===== src/rtl/coeff_buffer.sv =====
// Coefficient store for a polynomial evaluator: loads one coefficient set
// (highest order first), locks it, then serves it through a rewindable read pointer.
module coeff_buffer #(
  parameter int DATA_WIDTH = 16,
  parameter int ADDR_LINES = 4
) (
  input  logic                  clk,
  input  logic                  rst_n,
  input  logic                  wr_en,
  input  logic [DATA_WIDTH-1:0] din,
  input  logic                  wr_last,
  input  logic                  coeff_clr,
  input  logic                  rd_en,
  input  logic                  redo,
  output logic [DATA_WIDTH-1:0] dout,
  output logic [ADDR_LINES-1:0] wr_ptr,
  output logic                  start_coeff,
  output logic                  empty,
  output logic                  rd_last
);

  localparam int DEPTH = 2 ** ADDR_LINES;
  localparam logic [ADDR_LINES-1:0] LAST_ADDR = {ADDR_LINES{1'b1}};
  localparam logic [ADDR_LINES-1:0] ADDR_ONE  = {{(ADDR_LINES-1){1'b0}}, 1'b1};

  typedef enum logic {ST_LOAD = 1'b0, ST_LOCKED = 1'b1} state_t;

  state_t                  state_q, state_d;
  logic [ADDR_LINES-1:0]   wa_q, wa_d;
  logic [ADDR_LINES-1:0]   rp_q, rp_d;
  logic [ADDR_LINES-1:0]   wr_ptr_q, wr_ptr_d;
  logic [DATA_WIDTH-1:0]   dout_q, dout_d;
  logic                    empty_q, empty_d;
  logic                    mem_we_s;
  logic [ADDR_LINES-1:0]   rp_inc_s;
  logic [DATA_WIDTH-1:0]   mem_q [DEPTH];

  assign rp_inc_s = rp_q + ADDR_ONE;

  always_comb begin
    state_d  = state_q;
    wa_d     = wa_q;
    rp_d     = rp_q;
    wr_ptr_d = wr_ptr_q;
    dout_d   = dout_q;
    empty_d  = empty_q;
    mem_we_s = 1'b0;
    if (coeff_clr) begin
      state_d  = ST_LOAD;
      wa_d     = {ADDR_LINES{1'b0}};
      rp_d     = {ADDR_LINES{1'b0}};
      wr_ptr_d = {ADDR_LINES{1'b0}};
      dout_d   = {DATA_WIDTH{1'b0}};
      empty_d  = 1'b1;
    end else begin
      if (state_q == ST_LOAD && wr_en) begin
        mem_we_s = 1'b1;
        wr_ptr_d = wa_q;
        wa_d     = wa_q + ADDR_ONE;
        empty_d  = 1'b0;
        // Lock on the flagged last coefficient or when the array is full.
        if (wr_last || wa_q == LAST_ADDR) begin
          state_d = ST_LOCKED;
        end else begin
          state_d = ST_LOAD;
        end
      end else begin
        mem_we_s = 1'b0;
      end
      // Reads see the pre-edge array and pre-edge wr_ptr, never this cycle's write.
      if (!empty_q) begin
        if (redo) begin
          rp_d   = {ADDR_LINES{1'b0}};
          dout_d = mem_q[0];
        end else if (rd_en && rp_q < wr_ptr_q) begin
          rp_d   = rp_inc_s;
          dout_d = mem_q[rp_inc_s];
        end else begin
          rp_d   = rp_q;
        end
      end else begin
        rp_d = rp_q;
      end
    end
  end

  always_ff @(posedge clk or negedge rst_n) begin
    if (!rst_n) begin
      state_q  <= ST_LOAD;
      wa_q     <= {ADDR_LINES{1'b0}};
      rp_q     <= {ADDR_LINES{1'b0}};
      wr_ptr_q <= {ADDR_LINES{1'b0}};
      dout_q   <= {DATA_WIDTH{1'b0}};
      empty_q  <= 1'b1;
    end else begin
      state_q  <= state_d;
      wa_q     <= wa_d;
      rp_q     <= rp_d;
      wr_ptr_q <= wr_ptr_d;
      dout_q   <= dout_d;
      empty_q  <= empty_d;
    end
  end

  // The array holds no reset; empty/wr_ptr gate every read of it.
  always_ff @(posedge clk) begin
    if (mem_we_s) begin
      mem_q[wa_q] <= din;
    end
  end

  assign dout        = dout_q;
  assign wr_ptr      = wr_ptr_q;
  assign start_coeff = (state_q == ST_LOCKED);
  assign empty       = empty_q;
  assign rd_last     = !empty_q && (rp_q == wr_ptr_q);

endmodule


===== config.mk =====
export PLATFORM = sky130hd
export DESIGN_NAME = coeff_buffer
export DESIGN_NICKNAME = d
export VERILOG_FILES = /design/src/rtl/coeff_buffer.sv
export SDC_FILE = /design/constraint.sdc
export NUM_CORES = 1
export LEC_CHECK = 0
export CAP_MARGIN = 0
export CORE_MARGIN = 4
export CORE_UTILIZATION = 45
export CTS_BUF_LIST = sky130_fd_sc_hd__clkbuf_4
export DETAILED_ROUTE_END_ITERATION = 10
export PLACE_DENSITY = 0.64
export SYNTH_ARGS = -nofsm -noshare
export SYNTH_HDL_FRONTEND = slang
export SYNTH_SLANG_ARGS = --single-unit

===== constraint.sdc =====
create_clock -name clk -period 7.35 [get_ports clk]
set_clock_uncertainty 0.1 [all_clocks]
set_input_delay 0.735 -clock clk [delete_from_list [all_inputs] [get_ports clk]]
set_output_delay 0.735 -clock clk [all_outputs]
set_load 0.05 [all_outputs]

==> impl_metrics.json, run 1 <==
{
  "status": "completed",
  "postCtsSetupRepairBufs": 0,
  "topRoutingLayerUsed": "met4",
  "hold_viol": 0,
  "portBuffers": 45,
  "fp.dieH_um": 169.0,
  "htreeDepth": 3,
  "viasPerCell": 5.631,
  "p_seq_share_pct": 55.1,
  "wl_met2_um": 12550,
  "finalCritPeriodShare_pct": 51.02,
  "p_sw_mw": 0.6917,
  "slowest_delay_ns": 0.81,
  "initial_utilization_pct": 46.08,
  "synthSimpleGateAreaFrac_pct": 5.564,
  "maxSlewHeadroom_pct": 30.95,
  "arrival_ns": 2.92,
  "drt_iter0_drc": 602,
  "worstSetupPathType": "reg2out",
  "synth.distinct_cells": 45,
  "critical_path_buf_inv_count": 2,
  "clock-sinks": 286,
  "synth_top_family_by_area": "multiplexers",
  "dieArea_mm2": 0.02857,
  "cts_tree": "built",
  "core_mm2": 0.02533,
  "synthCells": 653,
  "synth_edf_count": 256,
  "worst-path-max-fanout": 33,
  "required_ns": 6.51,
  "start_kind": "register",
  "hpwlAfterDp_um": 14810,
  "io_pins": 46,
  "ctsResizeCount": 0,
  "leakage_nw": 4.385,
  "synth_fp_nets": 685,
  "switching_share_pct": 21.22,
  "synth_xor_area_share_pct": 0.5790,
  "synthesis.area_mm2": 0.01167,
  "maxCapViolations": 0,
  "groute.usage.overall_pct": 17.99,
  "p_per_area_mw_per_mm2": 243.6,
  "hold_buffers": 0,
  "clk_pin_slew_worst_paths_ns": 0.06,
  "whs_ns": 0.3743,
  "insertion_delay_ns": 0.67,
  "drive_above_1_share_pct": 25.59,
  "clock_path_buffers": 3,
  "worstMarginPinSlew_ns": 1.036,
  "synth_ff_type": "edfxtp_1",
  "rows": 58,
  "grt_max_degree": 65,
  "wl_met3_um": 1779,
  "first_pass_iters": 5,
  "hold_path.class": "in2async",
  "routed_wl_um": 25040,
  "rsz0062_at_grt": "no",
  "setup_viol": 0,
  "grt_pass1_vias": 6775,
  "fillers": 2005,
  "synth.avg_cell_area_um2": 17.87,
  "clkPwrFrac_pct": 40.8,
  "final_net_count": 786,
  "async_flop_share_pct": 10.49,
  "routabilityCongestion": 0.7877,
  "grt_first_pass_wirelength_um": 38580,
  "cts_buffers": 73,
  "worstSetupEndpointType": "primary output",
  "max_freq_ghz": 0.2666,
  "critPathTopFamily": "buffers and inverters",
  "post-route-drc-count": 0,
  "ys_ff_latch": 286,
  "yosys_warnings": 0,
  "synthAdderAreaFrac_pct": 0.9649,
  "grt-ovfl-total": 0,
  "cp_cell_sequence": "inv_1, ha_1, nand3_1, nor2_1, clkdlybuf4s50_1",
  "synth_compound_area_share_pct": 4.857,
  "vias": 6374,
  "wire_per_inst_um": 22.12,
  "ant_nets": 0,
  "synth_seq_area_share_pct": 72.32,
  "syn_to_final_growth_pct": 14.68,
  "root_buffer": "clkbuf_4",
  "crit_slowest_cell": "dfrtp_4",
  "power.share.combinational_pct": 4.0,
  "vdd_drop_max_mv": 0.1001,
  "antenna_found_initial": 2,
  "wl_met1_um": 10260,
  "timing.final.max_slew_violations": 0,
  "min_period_ns": 3.750,
  "intPower_mw": 2.568,
  "die_x_um": 169.0,
  "finalSetupTns_ns": 0,
  "synthMuxAreaShare_pct": 12.75
}
[registers in the layout, summed over array words and instances, names as in the netlist]
name and flops:
empty 1, rp_q 4, dout 16, mem_q 256, start_coeff 1, wr_ptr 4, wa_q 4
[cell usage after synthesis (2+ instances only)]
library cell  count  share of area [%]
mux4_2           57                 11
nor2b_1          14               0.75
nand3_1           4               0.17
nor3_2            2               0.17
mux2i_1           2               0.17
buf_12            4               0.69
nor2_1           36                1.2
nand2_1          50                1.6
a21oi_1          52                2.2
o21ai_0           3               0.13
a32o_1            2               0.17
inv_1            26               0.84
edfxtp_1        256                 66
a2111oi_0         2               0.15
and2b_1           3               0.19
a21o_1            2               0.13
nand2b_1          3               0.16
nand4_1           2               0.11
a41oi_2           2               0.28
xor2_2            2               0.28
clkbuf_1         11               0.35
ha_1              9               0.96
mux4_1            7                1.6
o2bb2ai_1         2               0.15
dfrtp_1          29                6.2
xor2_1            2               0.15
buf_4             4               0.26
o32ai_1          15                1.1
buf_2            15               0.64
buf_6             2               0.19
nor3_1           18               0.77
xnor2_1           2               0.15
[cells by family (layout without fill, tap and decap cells)]
| group | count (synthesis) | after routing |
|---|---|---|
| XOR/XNOR | 6 | 6 |
| adder cells (fa/ha/maj) | 9 | 9 |
| AND/OR/NAND/NOR | 138 | 138 |
| buffers and inverters | 62 | 210 |
| multiplexers | 66 | 66 |
| other | 0 | 1 |
| flip-flops | 286 | 286 |
| AO/OA/AOI/OAI | 86 | 86 |
[through the flow]
| stage | total power [mW] | util (%) | cell area (µm²) | std cells | setup WS (ns) |
|---|---|---|---|---|---|
| after floorplan | 1.896 | - | 11670 | 653 | 4.509 |
| after global placement | 1.958 | 49.15 | 12450 | 1009 | 3.845 |
| after detailed placement | 1.964 | 49.18 | 12450 | 1009 | 3.805 |
| after CTS | 3.300 | 52.80 | 13370 | 1131 | 3.520 |
| after global routing | 3.396 | 52.84 | 13380 | 1132 | 3.435 |
| final | 3.260 | 52.84 | 13380 | 1132 | 3.600 |
[cell type report]
type | instances | area [µm²] | area share (%)
clock inverters | 21 | 160.2 | 1.197
well taps | 330 | 412.9 | 3.085
multi-input cells | 305 | 2930 | 21.90
inverters | 26 | 97.59 | 0.7292
repair buffers | 62 | 578.1 | 4.319
diodes | 1 | 2.502 | 0.01870
flip-flops and latches | 286 | 8443 | 63.09
clock buffers | 101 | 758.2 | 5.666
[worst register-to-register path, stage by stage (launching register included)]
cell      delay, ns
dfrtp_4        0.81
buf_4          0.77
nand3b_2       0.22
a41oi_2        0.84
and2b_1        0.28
nor3_1         0.17
o32ai_1        0.11
[routing by layer]
metal	vias to the layer above	GRT usage, %
met3	37	3.620
li1	2828	-
met2	250	29.79
met5	-	0
met1	3259	23.91
met4	0	6.545
[cells in the final DEF, fill, tap and decap left out, types with 15 or more instances in the layout]
cell	synthesis	routed
o32ai_1	15	15
inv_1	26	26
nor2_1	36	33
mux4_2	57	57
nand2_1	50	50
edfxtp_1	256	256
clkbuf_4	0	101
dfrtp_1	29	28
clkdlybuf4s50_1	0	45
buf_4	4	17
a21oi_1	52	52
[power by group through the flow]
| stage | registers [mW] | clock network, mW | logic (mW) |
|---|---|---|---|
| 2_1_floorplan | 1.84 | 0 | 0.0523 |
| 3_3_place_gp | 1.83 | 0 | 0.128 |
| 3_5_place_dp | 1.83 | 0 | 0.132 |
| 4_1_cts | 1.80 | 1.37 | 0.133 |
| 5_1_grt | 1.80 | 1.46 | 0.142 |
| 6_report | 1.80 | 1.33 | 0.131 |
[path summary, 6_finish.rpt]
kind                            end     from  cells past startpoint  slack [ns]
min in group clk            dout[1]  dout[1]                      2        0.43
max in group asynchronous   rp_q[0]    rst_n                      2        6.41
setup reg to reg           dout[15]  rp_q[0]                      6        3.86
hold reg to reg             dout[1]  dout[1]                      2        0.43
setup / recovery            rd_last  rp_q[0]                      5        3.60
hold / removal              wa_q[1]    rst_n                      2        0.37
Note: power is estimated with default switching activity, not from simulation.
==> run 2, diff against run 1 <==
--- a/config.mk
+++ b/config.mk
@@ -10,7 +10,7 @@
 export CORE_UTILIZATION = 45
 export CTS_BUF_LIST = sky130_fd_sc_hd__clkbuf_4
 export DETAILED_ROUTE_END_ITERATION = 10
-export PLACE_DENSITY = 0.64
+export PLACE_DENSITY = 0.66
 export SYNTH_ARGS = -nofsm -noshare
 export SYNTH_HDL_FRONTEND = slang
 export SYNTH_SLANG_ARGS = --single-unit
==> constraint.sdc (replaced) <==
create_clock -name clk -period 3.2 [get_ports clk]
set_clock_uncertainty 0.1 [all_clocks]
set_input_delay 0.32 -clock clk [delete_from_list [all_inputs] [get_ports clk]]
set_output_delay 0.32 -clock clk [all_outputs]
set_load 0.05 [all_outputs]
==> impl_metrics.json, run 2 (synthesis gave the netlist of run 1 again) <==
{
  "cp_cell_sequence": "ha_1, nand3_1, nor2_1, clkdlybuf4s50_1",
  "insertion_delay_ns": 0.62,
  "routed_wl_um": 24770,
  "drive_above_1_share_pct": 25.99,
  "routabilityCongestion": 0.7982,
  "antenna_found_initial": 1,
  "io_pins": 46,
  "critical_path_buf_inv_count": 1,
  "maxCapViolations": 0,
  "dieArea_mm2": 0.02857,
  "portBuffers": 45,
  "post-route-drc-count": 0,
  "critPathTopFamily": "buffers and inverters",
  "fillers": 1952,
  "vias": 6385,
  "worstMarginPinSlew_ns": 0.6544,
  "die_x_um": 169.0,
  "root_buffer": "clkbuf_4",
  "largest_reg_flops": 256,
  "setup_viol": 0,
  "required_ns": 2.78,
  "place_ws_ns": 0.5892,
  "cts_tree": "built",
  "multi_input_area_mm2": 0.002907,
  "grt_max_degree": 65,
  "slowest_delay_ns": 0.80,
  "clock-sinks": 286,
  "final_cell_mix": "edfxtp_1 (256), clkbuf_4 (98), mux4_2 (57)",
  "worstSetupPathType": "reg2out",
  "layout_commonest_cell": "edfxtp_1",
  "rows": 58,
  "grt_first_pass_wirelength_um": 39000,
  "crit_slowest_cell": "clkdlybuf4s50_1",
  "hold_depth": 3,
  "cts_buffers": 68,
  "rsz0062_at_grt": "no",
  "syn_to_final_growth_pct": 15.62,
  "fin_ws_ns": 0.2259,
  "ctsResizeCount": 0,
  "min_period_ns": 2.974,
  "min_to": "start_coeff",
  "hpwlAfterDp_um": 14800,
  "min_from": "wr_en",
  "reg2reg_depth": 7,
  "hold_path.class": "in2reg",
  "clock_path_buffers": 3,
  "reg2reg_to": "dout[8]",
  "hold_viol": 0,
  "p_per_area_mw_per_mm2": 550.7,
  "final_cells": 1143,
  "final_net_count": 796,
  "leakage_nw": 4.445,
  "vdd_drop_max_mv": 0.2472,
  "worstSetupEndpointType": "primary output",
  "status": "completed",
  "drt_iter0_drc": 537,
  "worst-path-max-fanout": 11,
  "clk_pin_slew_worst_paths_ns": 0.06,
  "finalSetupTns_ns": 0,
  "r2r_slack_ns": 0.54,
  "timing.final.max_slew_violations": 0,
  "finalCritPeriodShare_pct": 92.94,
  "register_area_mm2": 0.008443,
  "maxSlewHeadroom_pct": 56.32,
  "r2r-start": "rp_q[0]",
  "max_freq_ghz": 0.3362,
  "grt-ovfl-total": 0,
  "first_pass_iters": 4,
  "ant_nets": 0,
  "fp.dieH_um": 169.0,
  "placed_cells": 1023,
  "postCtsSetupRepairBufs": 0,
  "wire_per_inst_um": 21.67,
  "start_kind": "register",
  "arrival_ns": 2.55,
  "core_mm2": 0.02533,
  "groute.usage.overall_pct": 17.92,
  "initial_utilization_pct": 46.08,
  "htreeDepth": 3,
  "largest-register": "mem_q",
  "viasPerCell": 5.586,
  "grt_pass1_vias": 6702
}
-- run 2: tightest hold or removal path, delay by kind of cell --
family                 cells  cell delay, ns
buffers and inverters      1            0.43
AO/OA/AOI/OAI              1            0.14
AND/OR/NAND/NOR            1            0.05
-- run 2: layout make-up --
class	instances	area share, %
Clock buffer	98	5.453
Multi-Input combinational cell	305	21.54
Timing Repair Buffer	77	5.415
Sequential cell	286	62.57
Tap cell	330	3.060
Clock inverter	20	1.215
Inverter	26	0.7233
Antenna cell	1	0.01855
-- run 2: layer usage --
metal | vias to the layer above | global-route usage (%) | part of all wire (%)
li1 | 2834 | - | -
met1 | 3251 | 25.06 | 43
met2 | 266 | 28.01 | 48
met3 | 34 | 4.040 | 7.6
met4 | 0 | 6.475 | 1.6
met5 | - | 0 | 0
-- run 2: metrics by stage --
| step | hold WS [ns] | instance area (µm²) | util, % | power [mW] |
|---|---|---|---|---|
| 6_report | 0.2505 | 13490 | 53.28 | 7.430 |
| 5_1_grt | 0.2652 | 13490 | 53.28 | 7.759 |
| 4_1_cts | 0.2096 | 13490 | 53.27 | 7.518 |
| 3_5_place_dp | 0.4309 | 12580 | 49.67 | 4.510 |
| 3_3_place_gp | 0.4121 | 12580 | 49.67 | 4.498 |
| 2_1_floorplan | -0.07559 | 11670 | - | 4.355 |
-- run 2: report_power, final --
group | switching (mW) | internal, mW | leakage (nW)
clock | 1.35 | 1.65 | 0.526
sequential | 0.0219 | 4.10 | 2.71
combinational | 0.202 | 0.103 | 1.21
total | 1.57 | 5.86 | 4.44
-- run 2: what timing repair did --
action,CTS,global route
hold buffers,1,0
endpoints found under the hold margin,29,0
setup endpoints to repair,0,0
-- run 2: how the worst max path moves through the flow --
stage / slack [ns] / startpoint / depth (start not counted) / to
after detailed placement: 0.59 / rp_q[0] / 7 / dout[8]
after floorplan: 0.36 / start_coeff / 4 / mem_q[0][0]
after global routing: 0.08 / rp_q[0] / 5 / rd_last
final: 0.23 / rp_q[2] / 4 / rd_last
after global placement: 0.66 / rp_q[0] / 7 / dout[15]
after CTS: 0.16 / rp_q[0] / 5 / rd_last
